==> src/rtl/comparator_search.sv <==
// Successive-approximation searcher driving an external comparator to recover
// its hidden operand B, followed by a single equality confirmation probe.
module comparator_search #(
    parameter int WIDTH = 4
) (
    input  logic             clk,
    input  logic             rst_n,
    input  logic             start,
    input  logic             abort,
    output logic [WIDTH-1:0] cmp_a,
    output logic [1:0]       cmp_sel,
    input  logic             cmp_o,
    output logic             busy,
    output logic             done,
    output logic [WIDTH-1:0] result,
    output logic             match
);

    localparam int IDX_W = (WIDTH > 1) ? $clog2(WIDTH) : 1;

    localparam logic [IDX_W-1:0] IDX_MAX  = IDX_W'(WIDTH - 1);
    localparam logic [IDX_W-1:0] IDX_ONE  = IDX_W'(1);
    localparam logic [IDX_W-1:0] IDX_ZERO = IDX_W'(0);
    localparam logic [WIDTH-1:0] ONE_HOT0 = WIDTH'(1);
    localparam logic [WIDTH-1:0] MSB_HOT  = WIDTH'(1) << (WIDTH - 1);
    localparam logic [WIDTH-1:0] ZERO_W   = WIDTH'(0);

    localparam logic [1:0] SEL_GT   = 2'b00;
    localparam logic [1:0] SEL_EQ   = 2'b10;
    localparam logic [1:0] SEL_ZERO = 2'b11;

    typedef enum logic [1:0] {
        ST_IDLE   = 2'b00,
        ST_PROBE  = 2'b01,
        ST_VERIFY = 2'b10
    } state_t;

    state_t             state_q,   state_d;
    logic [WIDTH-1:0]   working_q, working_d;
    logic [IDX_W-1:0]   idx_q,     idx_d;
    logic [WIDTH-1:0]   cmp_a_q,   cmp_a_d;
    logic [1:0]         cmp_sel_q, cmp_sel_d;
    logic               busy_q,    busy_d;
    logic               done_q,    done_d;
    logic [WIDTH-1:0]   result_q,  result_d;
    logic               match_q,   match_d;
    logic [WIDTH-1:0]   probe_upd_s;

    // Next-state and next-output computation for the search sequencer.
    always_comb begin
        state_d   = state_q;
        working_d = working_q;
        idx_d     = idx_q;
        cmp_a_d   = cmp_a_q;
        cmp_sel_d = cmp_sel_q;
        busy_d    = busy_q;
        done_d    = 1'b0;
        result_d  = result_q;
        match_d   = match_q;

        // A "greater" answer means the trial bit overshoots B and must be dropped.
        probe_upd_s        = cmp_a_q;
        probe_upd_s[idx_q] = ~cmp_o;

        case (state_q)
            ST_IDLE: begin
                cmp_sel_d = SEL_ZERO;
                cmp_a_d   = ZERO_W;
                busy_d    = 1'b0;
                if (start && !abort) begin
                    working_d = ZERO_W;
                    idx_d     = IDX_MAX;
                    cmp_a_d   = MSB_HOT;
                    cmp_sel_d = SEL_GT;
                    busy_d    = 1'b1;
                    state_d   = ST_PROBE;
                end else begin
                    state_d   = ST_IDLE;
                end
            end
            ST_PROBE: begin
                if (abort) begin
                    cmp_sel_d = SEL_ZERO;
                    cmp_a_d   = ZERO_W;
                    busy_d    = 1'b0;
                    state_d   = ST_IDLE;
                end else begin
                    working_d = probe_upd_s;
                    if (idx_q != IDX_ZERO) begin
                        idx_d   = idx_q - IDX_ONE;
                        cmp_a_d = probe_upd_s | (ONE_HOT0 << (idx_q - IDX_ONE));
                    end else begin
                        cmp_a_d   = probe_upd_s;
                        cmp_sel_d = SEL_EQ;
                        state_d   = ST_VERIFY;
                    end
                end
            end
            ST_VERIFY: begin
                cmp_sel_d = SEL_ZERO;
                cmp_a_d   = ZERO_W;
                busy_d    = 1'b0;
                state_d   = ST_IDLE;
                if (abort) begin
                    done_d = 1'b0;
                end else begin
                    result_d = working_q;
                    match_d  = cmp_o;
                    done_d   = 1'b1;
                end
            end
            default: begin
                cmp_sel_d = SEL_ZERO;
                cmp_a_d   = ZERO_W;
                busy_d    = 1'b0;
                state_d   = ST_IDLE;
            end
        endcase
    end

    // State and output registers with asynchronous active-low clear.
    always_ff @(posedge clk or negedge rst_n) begin
        if (!rst_n) begin
            state_q   <= ST_IDLE;
            working_q <= ZERO_W;
            idx_q     <= IDX_MAX;
            cmp_a_q   <= ZERO_W;
            cmp_sel_q <= SEL_ZERO;
            busy_q    <= 1'b0;
            done_q    <= 1'b0;
            result_q  <= ZERO_W;
            match_q   <= 1'b0;
        end else begin
            state_q   <= state_d;
            working_q <= working_d;
            idx_q     <= idx_d;
            cmp_a_q   <= cmp_a_d;
            cmp_sel_q <= cmp_sel_d;
            busy_q    <= busy_d;
            done_q    <= done_d;
            result_q  <= result_d;
            match_q   <= match_d;
        end
    end

    assign cmp_a   = cmp_a_q;
    assign cmp_sel = cmp_sel_q;
    assign busy    = busy_q;
    assign done    = done_q;
    assign result  = result_q;
    assign match   = match_q;

endmodule

==> config.mk <==
export PLATFORM = sky130hd
export DESIGN_NAME = comparator_search
export DESIGN_NICKNAME = d
export VERILOG_FILES = /design/src/rtl/comparator_search.sv
export SDC_FILE = /design/constraint.sdc
export NUM_CORES = 1
export LEC_CHECK = 0
export ABC_AREA = 1
export BUFFER_PORTS_ARGS = -buffer_cell sky130_fd_sc_hd__buf_2
export CAP_MARGIN = 20
export CORE_MARGIN = 10
export CORE_UTILIZATION = 47
export DETAILED_ROUTE_END_ITERATION = 10
export PLACE_DENSITY = 0.69
export SYNTH_ARGS = -nofsm -noshare
export SYNTH_HDL_FRONTEND = slang
export SYNTH_SLANG_ARGS = --single-unit
==> constraint.sdc <==
create_clock -name clk -period 3.68 [get_ports clk]
set_clock_uncertainty 0.15 [all_clocks]
set_input_delay 0.736 -clock clk [delete_from_list [all_inputs] [get_ports clk]]
set_output_delay 0.736 -clock clk [all_outputs]
set_load 0.02 [all_outputs]
Word-level counts from Yosys, hierarchy flattened
Cells that the tools add are included.

Word-level logic and storage cells: 58. Bits of input ports: 5. Bits in registers: 21. Output and inout port bits: 13.

Add/sub/neg operators: 1. Mux-type cells: 26. Eq/ne operators: 7. Order comparisons: 2. Shift-type cells: 1. Reduce and logical (&&, ||, !) cells: 9. Bitwise logic cells: 3.

Operators by type and width (count): two-way mux 4 bit (5); case mux 4 bit (2 select lines) (2); two-way mux 2 bit (7); case mux 2 bit (2 select lines) (3); != test 2 bit (second input constant) (4); two-way mux 1 bit (6); bitwise mux 4 bit (1); bitwise OR 4 bit (1); AND reduction 4 bit (1); nonzero test 2 bit (2); << shifter 1 x 2 -> 4 bit (first input constant) (1); < comparator 2 x 3 -> 1 bit (second input constant) (1); != test 3 bit (second input constant) (1); AND reduction 3 bit (1); demux 1 bit (select 2 bit) (1); equality test 2 x 1 -> 1 bit (second input constant) (1); equality test 2 bit (second input constant) (1); greater-or-equal comparator 2 x 1 -> 1 bit (second input constant) (1); logical AND 1 bit (2); logical NOT 2 bit (1); NOT 1 bit (2); case mux 1 bit (2 select lines) (1); AND reduction 2 bit (1); subtractor 2 x 1 -> 2 bit (second input constant) (1); logical NOT 1 bit (1).

Depth between registers and ports, before layout
Gate-level depths: netlist of run 1.

Word-level depth: 9. Mapped depth: 7. Mapped depth without buffers: 7.

Worst setup path after synthesis of run 1
No wires, ideal clock.

Path type: flip-flop to flip-flop. Start: reg idx_q[0]. End: reg idx_q[0]. Required time: 3470 ps. Path buffers: 0. Stages on the path, launching flop included: 8. Arrival time: 1354 ps. Setup slack: 2116 ps. Library setup time: 60 ps. Clock period less this slack: 1564 ps. Cells stage by stage: dfstp_2 -> inv_1 -> ha_1 -> nor2_2 -> nand2_2 -> nand2_2 -> nand2_1 -> nand2_1.

Longest elaborated chain between the ends: 4. Elaborated cells on any way between the ends: 7. Classes of those cells: 1 x add/sub; 1 x eq/ne; 3 x mux; 2 x reduce/logical.

Ends and longest elaborated chain: start: declaration (RTL line 40) `logic [IDX_W-1:0] idx_q, idx_d;`; start signal: assignment (RTL line 136) `idx_q <= idx_d;`; subtractor 2 x 1 -> 2 bit (RTL line 90) `idx_d = idx_q - IDX_ONE;`; two-way mux 2 bit (RTL line 89) `if (idx_q != IDX_ZERO) begin`; two-way mux 2 bit (RTL line 82) `if (abort) begin`; case mux 2 bit (2 select lines) (RTL line 65) `case (state_q)`.

Several ways; a longest one is shown, not always the timed one. The select of a mux whose other input is x is not followed. A chain may end at the register's enable or synchronous reset.

Final worst setup path of run 1
Start: reg cmp_sel_q[0], in the netlist cmp_sel[0]. End: out cmp_sel[0].

RTL lines: start: declaration (RTL line 42) `logic [1:0] cmp_sel_q, cmp_sel_d;`; start signal: assignment (RTL line 138) `cmp_sel_q <= cmp_sel_d;`; end: declaration (RTL line 11) `output logic [1:0] cmp_sel,`.

No word-level cell between the ends.

==> flow_summary.rst, run 1 <==
.. list-table::
   :header-rows: 1

   * - Metric
     - Value
   * - Pre-CTS setup slack
     - 1980 ps
   * - Critical path cell sequence
     - buf_2
   * - Seq cells post-synth
     - 21
   * - Leakage
     - 0.000642 uW
   * - Final cycle utilization of the critical path
     - 51.0%
   * - # clock sinks
     - 21
   * - Synthesized instance count
     - 109
   * - Number of buffers and inverters on the critical path
     - 1
   * - Placement Rows
     - 16
   * - Diode insertion count for antenna repair
     - 0
   * - Hold WS
     - 214 ps
   * - Critical-path maximum fanout
     - 2
   * - CTS buffer count
     - 3
   * - Global-route met3 utilization
     - 3.56%
   * - Setup repair after global routing missed its margin
     - no
   * - Standard cell with the maximum stage delay on the critical path
     - sky130_fd_sc_hd__dfstp_2
   * - Core outline area
     - 1960 sq um
   * - Final setup violation count
     - 0
   * - Clock Pin Slew Worst Setup and Hold Paths
     - 120 ps
   * - Worst Setup Start Kind
     - flip-flop
   * - Sum of negative setup slack
     - 0 ps
   * - Routed wire length
     - 1900 microns
   * - Reg-to-Reg End
     - idx_q[1]$_DFFE_PN1P_
   * - GR Util met2
     - 17.6%
   * - Mapped Area
     - 971 sq um
   * - H-tree levels
     - 1
   * - Register-to-Register Path Depth
     - 7
   * - Top cell types by occurrence after synthesis
     - 41 x sky130_fd_sc_hd__nand2_1, 17 x sky130_fd_sc_hd__dfrtp_1, 12 x sky130_fd_sc_hd__nand3_1
   * - Total gr overflow
     - 0
   * - FF-to-FF setup slack
     - 1930 ps
   * - Final routed DRC violation total
     - 0
   * - Critical path arrival
     - 990 ps
   * - Transition time at the pin with the least slew margin
     - 462 ps
   * - Yosys synthesis warning count
     - 0
   * - Max-slew violation count
     - 0
   * - Initial antenna violation count
     - 0
   * - Synth area leaders
     - sky130_fd_sc_hd__dfrtp_1 44%, sky130_fd_sc_hd__nand2_1 16%, sky130_fd_sc_hd__dfstp_2 11%
   * - First-pass GRT wire length
     - 3330 microns
   * - Total Die Area
     - 4280 sq um
   * - Worst setup margin
     - 1800 ps
   * - Synthesized area per cell
     - 8.91 sq um
   * - Routability congestion estimate
     - 0.843
   * - PostCTS Resize Cnt
     - 0
   * - Finished Layout Cells
     - 157
   * - Critical R2R Launch
     - idx_q[0]$_DFFE_PN1P_
   * - Critical path endpoint
     - cmp_sel[0]
   * - Die Span X
     - 65.5 microns
   * - Post-synthesis cell type with the largest combined area
     - sky130_fd_sc_hd__dfrtp_1
   * - Portion of the post-synthesis area used by sequential elements
     - 54.6%
   * - Placed insts
     - 153
   * - Delay of the slowest cell on the worst path
     - 540 ps
   * - Number of global-route vias before repair
     - 782
   * - Ratio of cells with drive above 1 in the final layout
     - 27.7%
   * - Synthesized Nets
     - 120
   * - Endpoint kind of the worst setup timing path
     - output pin
   * - Total Nets Final
     - 142
   * - Hold_buf cts
     - 0
   * - Post-synth EDFFs
     - 0
   * - Wirelength per Cell
     - 12.1 microns
   * - Post-DR vias/cell
     - 4.82
   * - Height of the chip
     - 65.5 microns
   * - Number of max-cap violations
     - 0
   * - Violation count after the first detailed-routing iteration
     - 45
   * - Class of the worst hold path
     - input pin to async pin
   * - Primary flip-flop cell chosen by synthesis mapping
     - sky130_fd_sc_hd__dfrtp_1
   * - Share of Yosys cell area claimed by the top area cell type
     - 43.8%
   * - Worst max-slew margin expressed relative to the limit
     - 69.2%
   * - Number of ports placed on the die boundary
     - 18
   * - Largest net degree at the start of global routing
     - 22
   * - Period minus WS final
     - 1880 ps
   * - Area growth, synth to finish
     - 15.1%
   * - Count of port buffers added during placement
     - 17
   * - Root Driver
     - sky130_fd_sc_hd__clkbuf_4
   * - Post-CTS Repair Setup Buffers
     - 0
   * - DRT Pass-1 Iters
     - 2
   * - All-layer global routing usage
     - 9.72%
   * - Clock network latency to the later pin of the worst-skew pair
     - 300 ps
   * - Status
     - finished, final reports clean
   * - Async set-or-reset flop fraction in the synthesized netlist
     - 100%
   * - Top cell family by delay on the critical path
     - flip-flops
   * - Data required time of the critical path
     - 2790 ps
   * - Global Route met1 Usage
     - 9.55%
   * - Achievable frequency
     - 0.533 GHz
   * - Global routing's busiest layer
     - met2
   * - DR vias
     - 757
   * - Crit. Startpoint
     - cmp_sel[0]$_DFFE_PN1P_
   * - Worst vdd ir
     - 0.000378 V
   * - PD cells
     - 670 nW/um^2
   * - Post-route antenna net violation count
     - 0
   * - Power, Total
     - 748 uW
   * - TritonCTS clock tree
     - yes
   * - Distinct cell type count of the synthesized netlist
     - 17
   * - Number of hold violations in the final report
     - 0
   * - Top-count cell post-synth
     - sky130_fd_sc_hd__nand2_1
   * - Post-DP HPWL
     - 1480 microns
   * - CP Depth
     - 1
   * - Maximum count of clock buffers along a single path
     - 2
   * - Starting Density
     - 49.5%
   * - Crit Path Class
     - flip-flop to output pin
cell families after synthesis:
kind of cell             share of synthesized area, %
AND/OR/NAND/NOR                                  30.7
flip-flops                                       54.6
adder cells (fa/ha/maj)                          7.73
AO/OA/AOI/OAI                                    3.09
buffers and inverters                            3.87
routing by layer:
metal  vias up  wire length [microns]
met3         4                    134
met5         -                      0
met1       354                    792
li1        388                      -
met4         0                     31
met2        11                    945
power by group:
group | leakage [uW] | internal (uW) | total [uW] | switching [uW]
Combinational | 0.000352 | 97.8 | 283 | 185
Clock | 0.0000177 | 40.5 | 109 | 68.6
Sequential | 0.000272 | 307 | 356 | 48.6
Total | 0.000642 | 446 | 748 | 303
per-stage QoR:
| stage | area (sq um) | utilization (%) |
|---|---|---|
| after floorplan | 971 | - |
| after global placement | 1090 | 55.5 |
| after detailed placement | 1090 | 55.5 |
| final | 1120 | 57.0 |
| after CTS | 1120 | 57.0 |
| after global routing | 1120 | 57.0 |
sequential cells by signal, summed over array words and instances (netlist names):
name,cells
cmp_a,4
done,1
idx_q,2
working_q,4
match,1
result,4
cmp_sel,2
busy,1
state_q,2
placed cells by master (no fill, tap or decap):
master and count:
sky130_fd_sc_hd__dfstp_2 4, sky130_fd_sc_hd__nand2_1 41, sky130_fd_sc_hd__clkbuf_4 3, sky130_fd_sc_hd__nand2_4 1
sky130_fd_sc_hd__inv_1 7, sky130_fd_sc_hd__nor3_1 1, sky130_fd_sc_hd__nor2_4 1, sky130_fd_sc_hd__a21oi_1 1
sky130_fd_sc_hd__nor2_2 3, sky130_fd_sc_hd__buf_2 17, sky130_fd_sc_hd__nand3b_1 1, sky130_fd_sc_hd__o21ai_0 3
sky130_fd_sc_hd__clkinv_2 1, sky130_fd_sc_hd__ha_1 6, sky130_fd_sc_hd__nor2_1 3, sky130_fd_sc_hd__dfrtp_1 17
sky130_fd_sc_hd__inv_2 3, sky130_fd_sc_hd__nand3_1 12, sky130_fd_sc_hd__o21ai_1 2, sky130_fd_sc_hd__nand2_2 3
cell type report:
type	count	area (sq um)
Fill cell	195	845
Sequential cell	21	531
Multi-Input combinational cell	78	403
Timing Repair Buffer	17	85.1
Inverter	10	37.5
Tap cell	27	33.8
Clock buffer	3	22.5
Clock inverter	1	5.00
how the worst min path moves through the flow:
stage,startpoint,to,slack [ps],cells after the start
2_1_floorplan,rst_n,busy$_DFFE_PN0P_,290,0
3_3_place_gp,working_q[1]$_DFFE_PN0P_,result[1]$_DFFE_PN0P_,310,2
3_5_place_dp,busy$_DFFE_PN0P_,busy$_DFFE_PN0P_,310,2
4_1_cts,rst_n,done$_DFF_PN0_,220,1
5_1_grt,rst_n,cmp_a[1]$_DFF_PN0_,230,1
6_report,rst_n,cmp_a[1]$_DFF_PN0_,210,1
No activity file was read; power rests on OpenSTA's default activity.
==> run 2, diff against run 1 <==
==> constraint.sdc (replaced) <==
create_clock -name clk -period 1.8 [get_ports clk]
set_clock_uncertainty 0.15 [all_clocks]
set_input_delay 0.36 -clock clk [delete_from_list [all_inputs] [get_ports clk]]
set_output_delay 0.36 -clock clk [all_outputs]
set_load 0.02 [all_outputs]
==> flow_summary.rst, run 2 (synthesis results as in run 1) <==
.. list-table::
   :header-rows: 1

   * - Metric
     - Value
   * - Endpoint kind of the worst setup timing path
     - flip-flop
   * - First-pass GRT wire length
     - 3400 microns (+2.1%)
   * - All-layer global routing usage
     - 9.87% (+0.14 points)
   * - Worst vdd ir
     - 0.000686 V (+81%)
   * - Worst setup margin
     - 119 ps (-1680 ps)
   * - Most common library cell in the layout ignoring fill and taps
     - sky130_fd_sc_hd__nand2_1
   * - Top cell family by delay on the critical path
     - flip-flops
   * - Delay of the slowest cell on the worst path
     - 590 ps (+50 ps)
   * - Area growth, synth to finish
     - 16.5%
   * - Critical path arrival
     - 1780 ps (+790 ps)
   * - Critical-path maximum fanout
     - 6 (+4)
   * - Maximum count of clock buffers along a single path
     - 2 (unchanged)
   * - Final routed DRC violation total
     - 0 (unchanged)
   * - Total Die Area
     - 4280 sq um (unchanged)
   * - Number of max-cap violations
     - 0 (unchanged)
   * - Number of ports placed on the die boundary
     - 18 (unchanged)
   * - Critical R2R Launch
     - idx_q[0]$_DFFE_PN1P_
   * - Routed wire length
     - 1940 microns (+1.7%)
   * - Achievable frequency
     - 0.595 GHz
   * - Leakage
     - 0.000645 uW (+0.39%)
   * - Class of the worst hold path
     - input pin to flip-flop
   * - Number of global-route vias before repair
     - 786 (+0.51%)
   * - Count of port buffers added during placement
     - 17 (unchanged)
   * - DRT Pass-1 Iters
     - 4 (+2)
   * - Clock network latency to the later pin of the worst-skew pair
     - 300 ps (about the same)
   * - DR vias
     - 730 (-3.6%)
   * - Crit Path Class
     - flip-flop to flip-flop
   * - Core outline area
     - 1960 sq um (unchanged)
   * - Height of the chip
     - 65.5 microns (unchanged)
   * - Number of buffers and inverters on the critical path
     - 1 (unchanged)
   * - TritonCTS clock tree
     - yes
   * - Diode insertion count for antenna repair
     - 0 (unchanged)
   * - PD cells
     - 1360 nW/um^2 (+100%)
   * - Starting Density
     - 49.5% (unchanged)
   * - Final cycle utilization of the critical path
     - 93.4%
   * - Ratio of cells with drive above 1 in the final layout
     - 26.7% (-0.97 points)
   * - Standard cell with the maximum stage delay on the critical path
     - sky130_fd_sc_hd__dfstp_2
   * - Die Span X
     - 65.5 microns (unchanged)
   * - Sum of negative setup slack
     - 0 ps (unchanged)
   * - Final setup violation count
     - 0 (unchanged)
   * - Data required time of the critical path
     - 1900 ps (-890 ps)
   * - Total Nets Final
     - 143 (+0.70%)
   * - Total gr overflow
     - 0 (unchanged)
   * - Routability congestion estimate
     - 0.846 (+0.33%)
   * - Hold WS
     - 177 ps (-37.5 ps)
   * - Status
     - finished, final reports clean
   * - Max-slew violation count
     - 0 (unchanged)
   * - Post-DP HPWL
     - 1470 microns (-0.86%)
   * - Worst Setup Start Kind
     - flip-flop
   * - Placement Rows
     - 16 (unchanged)
   * - Largest net degree at the start of global routing
     - 22 (unchanged)
   * - Post-DR vias/cell
     - 4.62 (-4.2%)
   * - Crit. Startpoint
     - idx_q[0]$_DFFE_PN1P_
   * - Wirelength per Cell
     - 12.3 microns (+1.1%)
   * - HP Start
     - abort
   * - Setup repair after global routing missed its margin
     - no
   * - Worst max-slew margin expressed relative to the limit
     - 69.8% (+0.58 points)
   * - Post-route antenna net violation count
     - 0 (unchanged)
   * - Period minus WS final
     - 1680 ps
   * - H-tree levels
     - 1 (unchanged)
   * - Transition time at the pin with the least slew margin
     - 454 ps (-8.70 ps)
   * - Final std cell area, no fill
     - 1130 sq um (+1.2%)
   * - Clock Pin Slew Worst Setup and Hold Paths
     - 110 ps (about the same)
   * - Root Driver
     - sky130_fd_sc_hd__clkbuf_4
   * - Initial antenna violation count
     - 0 (unchanged)
   * - Commonest cells after routing, fill and taps aside
     - 41 x sky130_fd_sc_hd__nand2_1, 17 x sky130_fd_sc_hd__dfrtp_1, 17 x sky130_fd_sc_hd__buf_2
   * - Critical path cell sequence
     - inv_1 -> ha_1 -> nor2_4 -> nand2_2 -> nand2_2 -> nand2_1 -> nand2_1
   * - CTS buffer count
     - 3 (unchanged)
   * - Number of hold violations in the final report
     - 0 (unchanged)
   * - # clock sinks
     - 21 (unchanged)
   * - Placement Cell Area
     - 1090 sq um (unchanged)
   * - Violation count after the first detailed-routing iteration
     - 40 (-11%)
   * - Pre-CTS setup slack
     - 97.7 ps (-1880 ps)
-- run 2: final timing paths --
kind | slack [ps] | endpoint | cells after the start
hold / removal | 180 | state_q[1]$_DFFE_PN0P_ | 2
max in group asynchronous | 780 | idx_q[0]$_DFFE_PN1P_ | 2
setup reg to reg | 120 | idx_q[1]$_DFFE_PN1P_ | 7
setup / recovery | 120 | idx_q[1]$_DFFE_PN1P_ | 7
hold reg to reg | 330 | result[3]$_DFFE_PN0P_ | 2
min in group asynchronous | 380 | working_q[1]$_DFFE_PN0P_ | 2
-- run 2: cell type report --
class / instances / area (sq um)
fillers: 188 / 831
flip-flops and latches: 21 / 531
multi-input cells: 78 / 408
repair buffers: 18 / 95.1
inverters: 10 / 37.5
well taps: 27 / 33.8
clock buffers: 4 / 26.3
-- run 2: worst reg2reg max path, cell delays in order, from the launching register on --
cell	delay (ps)
sky130_fd_sc_hd__dfstp_2	590
sky130_fd_sc_hd__inv_1	100
sky130_fd_sc_hd__ha_1	280
sky130_fd_sc_hd__nor2_4	200
sky130_fd_sc_hd__nand2_2	110
sky130_fd_sc_hd__nand2_2	100
sky130_fd_sc_hd__nand2_1	50
sky130_fd_sc_hd__nand2_1	50
-- run 2: what timing repair did --
item	in CTS	in global routing
setup buffers	0	0
hold buffers	1	0
resized for setup	0	1
hold endpoints to repair	17	0
setup endpoints to repair	0	4
-- run 2: stage by stage --
| stage | utilization (%) | total power, uW | instances |
|---|---|---|---|
| after floorplan | - | 1140 | 109 |
| after global placement | 55.5 | 1310 | 153 |
| after detailed placement | 55.5 | 1330 | 153 |
| after CTS | 57.4 | 1560 | 158 |
| after global routing | 57.7 | 1680 | 158 |
| final | 57.7 | 1540 | 158 |
-- run 2: metal layers --
metal,vias to the layer above,global-route usage [%],wire (microns)
met1,330,9.86,801
met5,-,0,0
met4,0,5.08,33
li1,383,-,-
met3,4,3.90,137
met2,13,17.3,964
-- run 2: where the power goes --
part / total [uW] / leakage, uW / internal [uW] / switching [uW]
Clock: 221 / 0.0000150 / 86.4 / 135
Combinational: 592 / 0.000358 / 206 / 386
Sequential: 728 / 0.000272 / 629 / 99.4
Total: 1540 / 0.000645 / 921 / 620
